## config.mk

```make
export PLATFORM = sky130hd
export DESIGN_NAME = pulse_train_gen
export DESIGN_NICKNAME = d
export VERILOG_FILES = /design/src/rtl/pulse_train_gen.sv
export SDC_FILE = /design/constraint.sdc
export NUM_CORES = 1
export LEC_CHECK = 0
export ABC_CLOCK_PERIOD_IN_PS = 2000
export CAP_MARGIN = 25
export CORE_UTILIZATION = 52
export CTS_BUF_LIST = sky130_fd_sc_hd__clkbuf_4
export CTS_CLUSTER_DIAMETER = 50
export DETAILED_ROUTE_END_ITERATION = 8
export HOLD_SLACK_MARGIN = 0.08
export MAX_ROUTING_LAYER = met4
export PLACE_DENSITY = 0.79
export SYNTH_ARGS = -nofsm -noshare
export SYNTH_HDL_FRONTEND = slang
export SYNTH_SLANG_ARGS = --single-unit
```

## constraint.sdc

```tcl
create_clock -name clk -period 2 [get_ports clk]
set_input_delay 0.2 -clock clk [delete_from_list [all_inputs] [get_ports clk]]
set_output_delay 0.2 -clock clk [all_outputs]
set_load 0.02 [all_outputs]
```

## src/rtl/pulse_train_gen.sv

```systemverilog
// Pulse train generator: emits num_pulses high pulses of high_len cycles separated
// by low_len-cycle gaps, with abort, a completion strobe and fully registered outputs.
module pulse_train_gen #(
    parameter int CW = 8
) (
    input  logic          clk,
    input  logic          resetn,
    input  logic          start,
    input  logic [CW-1:0] high_len,
    input  logic [CW-1:0] low_len,
    input  logic [CW-1:0] num_pulses,
    input  logic          abort,
    output logic          dout,
    output logic          busy,
    output logic          done
);

    localparam logic [1:0] S_IDLE = 2'd0;
    localparam logic [1:0] S_HIGH = 2'd1;
    localparam logic [1:0] S_LOW  = 2'd2;

    localparam logic [CW-1:0] CNT_ONE = CW'(1);

    logic [1:0]    state_q, state_d;
    logic [CW-1:0] phase_cnt_q, phase_cnt_d;
    logic [CW-1:0] pulse_cnt_q, pulse_cnt_d;
    logic [CW-1:0] high_len_q, high_len_d;
    logic [CW-1:0] low_len_q, low_len_d;
    logic          done_d;
    logic          dout_q, busy_q, done_q;

    always_comb begin
        // NOTE: every signal gets a default first so no path leaves it unassigned (no latch).
        state_d     = state_q;
        phase_cnt_d = phase_cnt_q;
        pulse_cnt_d = pulse_cnt_q;
        high_len_d  = high_len_q;
        low_len_d   = low_len_q;
        done_d      = 1'b0;

        case (state_q)
            S_IDLE: begin
                if (start && !abort) begin
                    if (num_pulses != '0 && high_len != '0) begin
                        state_d     = S_HIGH;
                        phase_cnt_d = high_len;
                        pulse_cnt_d = num_pulses;
                        high_len_d  = high_len;
                        low_len_d   = low_len;
                    end else begin
                        done_d = 1'b1;
                    end
                end
            end
            S_HIGH: begin
                if (abort) begin
                    state_d = S_IDLE;
                end else if (phase_cnt_q == CNT_ONE) begin
                    if (pulse_cnt_q == CNT_ONE) begin
                        state_d = S_IDLE;
                        done_d  = 1'b1;
                    end else begin
                        // A zero gap still gets one low cycle so every pulse has its own rising edge.
                        state_d     = S_LOW;
                        phase_cnt_d = (low_len_q == '0) ? CNT_ONE : low_len_q;
                        pulse_cnt_d = pulse_cnt_q - CNT_ONE;
                    end
                end else begin
                    phase_cnt_d = phase_cnt_q - CNT_ONE;
                end
            end
            S_LOW: begin
                if (abort) begin
                    state_d = S_IDLE;
                end else if (phase_cnt_q == CNT_ONE) begin
                    state_d     = S_HIGH;
                    phase_cnt_d = high_len_q;
                end else begin
                    phase_cnt_d = phase_cnt_q - CNT_ONE;
                end
            end
            default: state_d = S_IDLE;
        endcase
    end

    // Outputs are decoded from the next state and registered, so they change only on clk.
    always_ff @(posedge clk or negedge resetn) begin
        if (!resetn) begin
            state_q     <= S_IDLE;
            phase_cnt_q <= '0;
            pulse_cnt_q <= '0;
            high_len_q  <= '0;
            low_len_q   <= '0;
            dout_q      <= 1'b0;
            busy_q      <= 1'b0;
            done_q      <= 1'b0;
        end else begin
            // NOTE: non-blocking assignments so all flops update from the same pre-edge values.
            state_q     <= state_d;
            phase_cnt_q <= phase_cnt_d;
            pulse_cnt_q <= pulse_cnt_d;
            high_len_q  <= high_len_d;
            low_len_q   <= low_len_d;
            dout_q      <= (state_d == S_HIGH);
            busy_q      <= (state_d != S_IDLE);
            done_q      <= done_d;
        end
    end

    assign dout = dout_q;
    assign busy = busy_q;
    assign done = done_q;

endmodule

```

==> flow_summary.ini, run 1 <==
[status]
outcome = finished, violations left
violations = negative setup slack

[critical_path]
cp_common_cell = or4_4
cp.buffers_inverters = 1
crit_chain = or4_4 > buf_6 > or4_4 > a21oi_2 > o22ai_1 > mux2i_1
crit_slowest_cell = or4_4
cp_max_fo = 6
slowest_delay_ps = 600
crit_required_ps = 2280
startpoint_type = flop
cp_data_arrival_time_ps = 2350
critical_path.top_delay_family = simple AND/OR/NAND/NOR gates
cp-end-kind = flop
timing_worst_setup_path_type = reg2reg

[detailed_routing]
drc = 0
final_antenna_net_count = 0
num_vias = 2434
drtIter0Drc = 176
routed_wl_microns = 7210
drtPass1Iterations = 5
viasPerCell = 6.42
wl_per_cell_microns = 19.0

[clocking]
clk-insertion-delay-late_ps = 350
clockRootBuffer = clkbuf_4
htree_levels = 2
clkTransAtPathRegs_ps = 110
cts_buffers = 5
clock_sinks = 37
cts_tree = yes
cts_max_path_buffers = 2

[power]
leakage_nw = 1.42
finalPower_mw = 4.65
power.density_nw_per_um2 = 1340
vdd_ir_drop_max_mv = 0.800

[cells_and_area]
num-nets-final = 362
area_growth_pct = 45.7
most-common-layout-cells = buf_4 (57), dfrtp_1 (37), clkdlybuf4s50_1 (29), mux2_2 (16), inv_1 (11)
drive_above_1_share = 0.394
fillers = 303
diodes = 0
layout_commonest_cell = buf_4

[die]
core.rowCount = 24
dieWidth_microns = 69.6
boundaryPins = 31
core_area_sq_um = 4380
die_area_sq_um = 4850
die_y_microns = 69.6
initial_utilization = 0.542

[timing]
min_period_ps = 2070
maxSlewViolCount = 0
relSlewSlack = 0.438
finalCritPeriodShare = 1.03
fmax_ghz = 0.483
finalWorstSetupSlack_ps = -69.3
finClkSkew_ps = 15.8
finalHoldViolCount = 0
setup_viol = 8
worstMarginPinSlew_ps = 843
fin_setup_tns_ps = -197
rsz0062_at_grt = yes

[placed_design]
dpl.hpwl_microns = 5300
io_buffer_count = 30
gp_congestion = 0.968

[logic_synthesis]
seq_area_frac_synth = 0.389
ys_ff_latch = 37
synthCells = 238
yosysWarnings = 0
syn_area_sq_um = 2380
async_flop_share = 1.00
syn_avg_cell_area_sq_um = 9.99
synth_cell_types = 57
synth_edf_count = 0
synthTopCellsByArea = dfrtp_1 (39%), mux2_2 (8.1%), ha_1 (4.2%)
yosys.area.top_type = dfrtp_1
yosys_most_used_dff = dfrtp_1
syn_nets = 274
yosysTopAreaCellShare = 0.389

[grt]
grt_pass1_vias = 2380
grt_max_degree = 38
grt.busiest_layer = met2
grt_first_pass_wirelength_microns = 11600
grt_use_met3 = 0.0596
overflow = 0
antenna_found_initial = 0
grtUsageTotal = 0.312
grtUsageMet2 = 0.472
use_met1 = 0.421

[job]
cap_violations = 0

[worst_hold_path]
hold_path.class = in2reg
[layout make-up]
cell class | instances | area (sq um) | share of cell area
clock buffers | 5 | 37.5 | 0.0108
clock inverters | 3 | 12.5 | 0.00361
inverters | 13 | 48.8 | 0.0141
multi-input cells | 174 | 1540 | 0.446
flip-flops and latches | 37 | 926 | 0.267
well taps | 52 | 65.1 | 0.0188
repair buffers | 95 | 830 | 0.240
[repair_timing]
item | CTS | global route
endpoints found under the setup margin | 13 | 18
pin swaps | 6 | 9
buffers inserted | 0 | 4
resized for setup | 25 | 23
hold endpoints to repair | 37 | 0
hold buffers | 1 | 0
gates cloned | 0 | 0
[through the flow]
step	std cells	cell area, sq um	hold slack (ps)	util	setup WS, ps
6_report	379	3460	451	0.790	-69.3
5_1_grt	379	3460	456	0.790	-114
4_1_cts	375	3320	454	0.756	-52.0
3_5_place_dp	366	3150	344	0.718	-206
3_3_place_gp	366	3150	344	0.718	-206
2_1_floorplan	238	2420	-95.6	-	-63.4
[cell usage after synthesis (all sizes together) (4+ instances only)]
library cell / number
a221oi: 4
a31oi: 5
nor4: 8
mux2: 20
nand4: 5
mux2i: 6
nor3: 10
clkbuf: 9
ha: 8
inv: 13
o21ai: 8
nor2: 8
buf: 5
nand2: 8
o31ai: 12
a221o: 6
a21oi: 11
nand3: 4
dfrtp: 37
or4: 5
[flip-flops by register name, summed over array words and instances, names as in the netlist]
signal / flops
phase_cnt_q: 8
done: 1
high_len_q: 8
busy: 1
pulse_cnt_q: 8
dout: 1
state_q: 2
low_len_q: 8
[kinds of logic (layout without fill, tap and decap cells)]
kind of cell             count (synthesis)  in the layout  synth area share
multiplexers                            26             26             0.120
XOR/XNOR                                 3              3            0.0111
buffers and inverters                   27            116            0.0505
AO/OA/AOI/OAI                           71             71             0.223
flip-flops                              37             37             0.389
adder cells (fa/ha/maj)                  8              8            0.0421
AND/OR/NAND/NOR                         66             66             0.164
[report_power, final]
| part | internal [mW] | total (mW) | switching (mW) | leakage [nW] |
|---|---|---|---|---|
| registers | 1.11 | 1.41 | 0.300 | 0.440 |
| clock network | 0.127 | 0.374 | 0.247 | 0.0300 |
| logic | 1.44 | 2.87 | 1.43 | 0.946 |
[layer usage]
layer	vias up	wire length [microns]
met1	1202	3200
met5	-	0
met2	101	3400
li1	1116	-
met4	0	108
met3	15	491
[worst paths after layout]
check | startpoint | to | slack (ps) | cells past startpoint
max | phase_cnt_q[5] | phase_cnt_q[7] | -70 | 6
min | low_len[2] | low_len_q[2] | 450 | 2
max reg2reg | phase_cnt_q[5] | phase_cnt_q[7] | -70 | 6
min reg2reg | high_len_q[4] | high_len_q[4] | 520 | 1
max in group asynchronous | resetn | busy | 970 | 2
min in group asynchronous | resetn | pulse_cnt_q[2] | 470 | 2
Power figures use the tool's default switching activity.
==> run 2, diff against run 1 <==
--- a/config.mk
+++ b/config.mk
@@ -7,13 +7,15 @@
 export LEC_CHECK = 0
 export ABC_CLOCK_PERIOD_IN_PS = 2000
 export CAP_MARGIN = 25
-export CORE_UTILIZATION = 52
+export CELL_PAD_IN_SITES_DETAIL_PLACEMENT = 0
+export CELL_PAD_IN_SITES_GLOBAL_PLACEMENT = 1
+export CORE_UTILIZATION = 40
 export CTS_BUF_LIST = sky130_fd_sc_hd__clkbuf_4
 export CTS_CLUSTER_DIAMETER = 50
 export DETAILED_ROUTE_END_ITERATION = 8
 export HOLD_SLACK_MARGIN = 0.08
 export MAX_ROUTING_LAYER = met4
-export PLACE_DENSITY = 0.79
+export PLACE_DENSITY_LB_ADDON = 0.1
 export SYNTH_ARGS = -nofsm -noshare
 export SYNTH_HDL_FRONTEND = slang
 export SYNTH_SLANG_ARGS = --single-unit
==> run 2 against run 1 <==
- the run still ends with negative setup slack left
- combinational power up 16%
- first-iteration DRC count increased by 27%
- sequential power about the same
- utilization fell by 10 points
==> flow_summary.ini, run 2 (synthesized netlist as in run 1, its figures left out) <==
[critical_path]
cp_max_fo = 6
timing_worst_setup_path_type = reg2reg
startpoint_type = flop
crit_required_ps = 2260
cp_data_arrival_time_ps = 2370
cp-end-kind = flop

[clocking]
cts_buffers = 5
htree_levels = 2
clk-insertion-delay-late_ps = 350
cts_max_path_buffers = 2
clockRootBuffer = clkbuf_4
cts_tree = yes
clkTransAtPathRegs_ps = 140
clock_sinks = 37

[grt]
overflow = 0
grtUsageTotal = 0.239
antenna_found_initial = 0
grt_pass1_vias = 2265
grt_max_degree = 38
grt_use_met3 = 0.0391
grtUsageMet2 = 0.326
use_met1 = 0.364
grt_first_pass_wirelength_microns = 11200
grt.busiest_layer = met1

[detailed_routing]
drc = 0
wl_per_cell_microns = 18.3
num_vias = 2470
drtIter0Drc = 224
routed_wl_microns = 7660
final_antenna_net_count = 0
viasPerCell = 5.91
drtPass1Iterations = 5

[die]
boundaryPins = 31
core_area_sq_um = 5610
initial_utilization = 0.424
core.rowCount = 27
die_y_microns = 79.1
die_area_sq_um = 6260
dieWidth_microns = 79.1

[placed_design]
gp_congestion = 0.849
place_inst = 392
pre_cts_slack_ps = -165
dpl.hpwl_microns = 5050
io_buffer_count = 30

[cells_and_area]
final_cells = 418
area_growth_pct = 61.9
diodes = 0
drive_above_1_share = 0.483
layout_commonest_cell = buf_4
num-nets-final = 381
most-common-layout-cells = buf_4 (74), dfrtp_1 (37), clkdlybuf4s50_1 (29), mux2_2 (16), inv_1 (9)
utilization = 0.686
multi_input_area_sq_um = 1700
fillers = 448
regArea_sq_um = 926

[power]
power.density_nw_per_um2 = 1380
vdd_ir_drop_max_mv = 0.710
finalPower_mw = 5.29
leakage_nw = 1.58

[job]
cap_violations = 0

[timing]
setup_viol = 14
finClkSkew_ps = 13.5
rsz0062_at_grt = yes
fmax_ghz = 0.473
min_period_ps = 2110
maxSlewViolCount = 0
relSlewSlack = 0.428
finalHoldViolCount = 0
finalCritPeriodShare = 1.06
finalWorstSetupSlack_ps = -113
worstMarginPinSlew_ps = 858
fin_setup_tns_ps = -817

[status]
outcome = finished, violations left
violations = negative setup slack

[worst_hold_path]
hold_path.class = in2reg
[run 2: cell type report]
| cell class | count | share of cell area |
|---|---|---|
| multi-input cells | 174 | 0.441 |
| repair buffers | 114 | 0.260 |
| flip-flops and latches | 37 | 0.241 |
| well taps | 72 | 0.0234 |
| inverters | 13 | 0.0127 |
| clock inverters | 3 | 0.0120 |
| clock buffers | 5 | 0.00975 |
[run 2: per-layer routing]
metal	vias up	routed length, microns	share of wire
met5	-	0	0
met4	0	49	0.0064
met3	6	444	0.058
met2	94	3490	0.46
met1	1222	3670	0.48
li1	1148	-	-
[run 2: path summary, 6_finish.rpt]
kind	startpoint	end	cells past startpoint	slack, ps
max	phase_cnt_q[1]	phase_cnt_q[2]	8	-110
min	low_len[3]	low_len_q[3]	2	450
max reg2reg	phase_cnt_q[1]	phase_cnt_q[2]	8	-110
min reg2reg	low_len_q[0]	low_len_q[0]	1	520
max in group asynchronous	resetn	high_len_q[0]	2	980
min in group asynchronous	resetn	pulse_cnt_q[5]	2	480
[run 2: timing repair]
item,4_1_cts,5_1_grt
setup buffers,1,15
hold endpoints to repair,37,0
hold buffers,1,0
pin swaps,3,18
gates resized for setup,17,59
endpoints found under the setup margin,18,20
gates cloned,0,1
[run 2: stage by stage]
stage	hold WS [ps]	cell area (sq um)
floorplan	-95.6	2420
CTS	436	3400
global route	442	3850
finish	450	3850
global placement	347	3230
detailed placement	358	3230
[run 2: critical path: stages (launching register included)]
cell and delay (ps):
dfrtp_1 420, inv_2 80, ha_4 120, or3b_4 430, clkbuf_16 190, o31ai_4 250, a221oi_2 100, a21o_1 180
mux2_4 250
[run 2: power breakdown]
part	total, mW	switching (mW)	leakage (nW)	internal [mW]
logic	3.34	1.63	1.10	1.71
clock network	0.558	0.293	0.0414	0.265
registers	1.40	0.296	0.440	1.10
==> run 3, diff against run 2 <==
==> constraint.sdc (replaced) <==
create_clock -name clk -period 2 [get_ports clk]
set_input_delay 0.4 -clock clk [delete_from_list [all_inputs] [get_ports clk]]
set_output_delay 0.4 -clock clk [all_outputs]
set_load 0.02 [all_outputs]
==> run 3 against run 2 <==
- the flow still finishes with violations (negative setup slack)
- final area is 4.7% lower
- sequential power about the same
- total power fell by 7.7%
- wire length is 3.3% lower
- register-to-register slack worse by 70 ps
- worst setup slack worse by 72 ps
- flip-flop and latch count stayed put
- utilization is 3.2 points lower
- combinational power down 7.2%
- largest cell class unchanged
- highest routed layer unchanged
==> flow_summary.ini, run 3 (synthesized netlist as in run 1, its figures left out) <==
[power]
combinationalPowerShare = 0.634
p_sw_mw = 2.07
clock_power_share = 0.083
p_seq_frac = 0.283
power.density_nw_per_um2 = 1330
vdd_ir_drop_max_mv = 0.706
leakage_nw = 1.49
internal_power_mw = 2.82
p_sw_frac = 0.423

[timing]
relSlewSlack = 0.743
finalWorstSetupSlack_ps = -186
finalHoldViolCount = 0
worstMarginPinSlew_ps = 381
whs_ps = 503
fin_setup_tns_ps = -885
setup_viol = 9
rsz0062_at_grt = yes
min_period_ps = 2190
maxSlewViolCount = 0
finalCritPeriodShare = 1.09
fmax_ghz = 0.458
finClkSkew_ps = 22.0

[status]
violations = negative setup slack
outcome = finished, violations left

[die]
dieWidth_microns = 79.1
die_y_microns = 79.1
die_area_sq_um = 6260
initial_utilization = 0.424
core.rowCount = 27
boundaryPins = 31
core_area_sq_um = 5610

[critical_path]
timing_worst_setup_path_type = reg2reg
startpoint_type = flop
critical_path.top_delay_family = multiplexers
r2r_slack_ps = -190
crit_required_ps = 2250
slowest_delay_ps = 400
crit_slowest_cell = dfrtp_1
cp.buffers_inverters = 3
cp_data_arrival_time_ps = 2430
cp_max_fo = 13
cp-end-kind = flop
crit_chain = inv_2 > ha_4 > or3b_4 > buf_12 > buf_4 > mux2i_1 > a22oi_1 > a31oi_1 > mux2_4

[cells_and_area]
fillers = 484
num-nets-final = 372
area_growth_pct = 54.3
diodes = 0
most-common-layout-cells = buf_4 (63), dfrtp_1 (36), clkdlybuf4s50_1 (29), mux2_2 (16)
layout_commonest_cell = buf_4
drive_above_1_share = 0.445
utilization = 0.654

[grt]
grt.busiest_layer = met1
antenna_found_initial = 0
grt_use_met3 = 0.0471
grt_pass1_vias = 2285
grt_max_degree = 38
use_met1 = 0.371
overflow = 0
grtUsageMet2 = 0.369
grt_first_pass_wirelength_microns = 11800
grtUsageTotal = 0.254

[detailed_routing]
drc = 0
routed_wl_microns = 7410
final_antenna_net_count = 0
wl_per_cell_microns = 18.1
num_vias = 2437
drtPass1Iterations = 4
viasPerCell = 5.96
drtIter0Drc = 193

[clocking]
clk-insertion-delay-late_ps = 370
clock_sinks = 37
cts_tree = yes
htree_levels = 2
cts_buffers = 5
cts_max_path_buffers = 2
clkTransAtPathRegs_ps = 130
clockRootBuffer = clkbuf_4

[placed_design]
dpl.hpwl_microns = 5340
gp_congestion = 0.881
io_buffer_count = 30

[job]
cap_violations = 0

[worst_hold_path]
hold_path.class = in2async
-- run 3: cell types whose count changed in the layout (fill, tap and decap cells not counted), moves of 3 or more --
cell / change
buf_4: -11
o31ai_4: -4
o31ai_2: +4
buf_6: +3
-- run 3: through the flow --
stage / cells / worst slack, ps / instance area [sq um] / total power [mW]
floorplan: 238 / -63.4 / 2420 / 2.85
global placement: 390 / -341 / 3230 / 3.80
global route: 409 / -196 / 3670 / 5.16
CTS: 408 / -162 / 3510 / 4.57
finish: 409 / -186 / 3670 / 4.89
detailed placement: 390 / -333 / 3230 / 3.83
-- run 3: power by group through the flow --
stage               combinational [mW]  sequential (mW)  clock [mW]
floorplan                         1.45             1.39           0
global placement                  2.47             1.33           0
detailed placement                2.48             1.35           0
CTS                               2.81             1.35       0.412
global route                      3.31             1.42       0.435
finish                            3.10             1.38       0.406
-- run 3: layout make-up --
cell class | count | area (sq um) | area share
clock inverters | 2 | 10.0 | 0.00273
repair buffers | 105 | 928 | 0.253
well taps | 72 | 90.1 | 0.0246
clock buffers | 6 | 45.0 | 0.0123
inverters | 13 | 48.8 | 0.0133
flip-flops and latches | 37 | 927 | 0.253
multi-input cells | 174 | 1620 | 0.441
-- run 3: per-layer routing --
metal | routed length (microns) | vias to the layer above
li1 | - | 1127
met1 | 3550 | 1182
met5 | 0 | -
met4 | 102 | 0
met2 | 3290 | 117
met3 | 472 | 11
-- run 3: worst reg2reg max path, cell delays in order (launching register included) --
cell,delay (ps)
dfrtp_1,400
inv_2,80
ha_4,130
or3b_4,400
buf_12,170
buf_4,150
mux2i_1,150
a22oi_1,210
a31oi_1,140
mux2_4,270
-- run 3: path summary, 6_finish.rpt --
| path | start | end | cells after the start |
|---|---|---|---|
| max | phase_cnt_q[1] | phase_cnt_q[5] | 9 |
| min | resetn | pulse_cnt_q[5] | 3 |
| max reg2reg | phase_cnt_q[1] | phase_cnt_q[5] | 9 |
| min reg2reg | high_len_q[7] | high_len_q[7] | 1 |
| max in group asynchronous | resetn | state_q[0] | 3 |
| min in group clk | high_len_q[7] | high_len_q[7] | 1 |
-- run 3: what timing repair did --
item | CTS | global route
resized for setup | 34 | 28
endpoints found under the setup margin | 17 | 15
buffers inserted | 9 | 2
pin swaps | 11 | 11
hold buffers | 1 | 0
hold endpoints to repair | 37 | 0
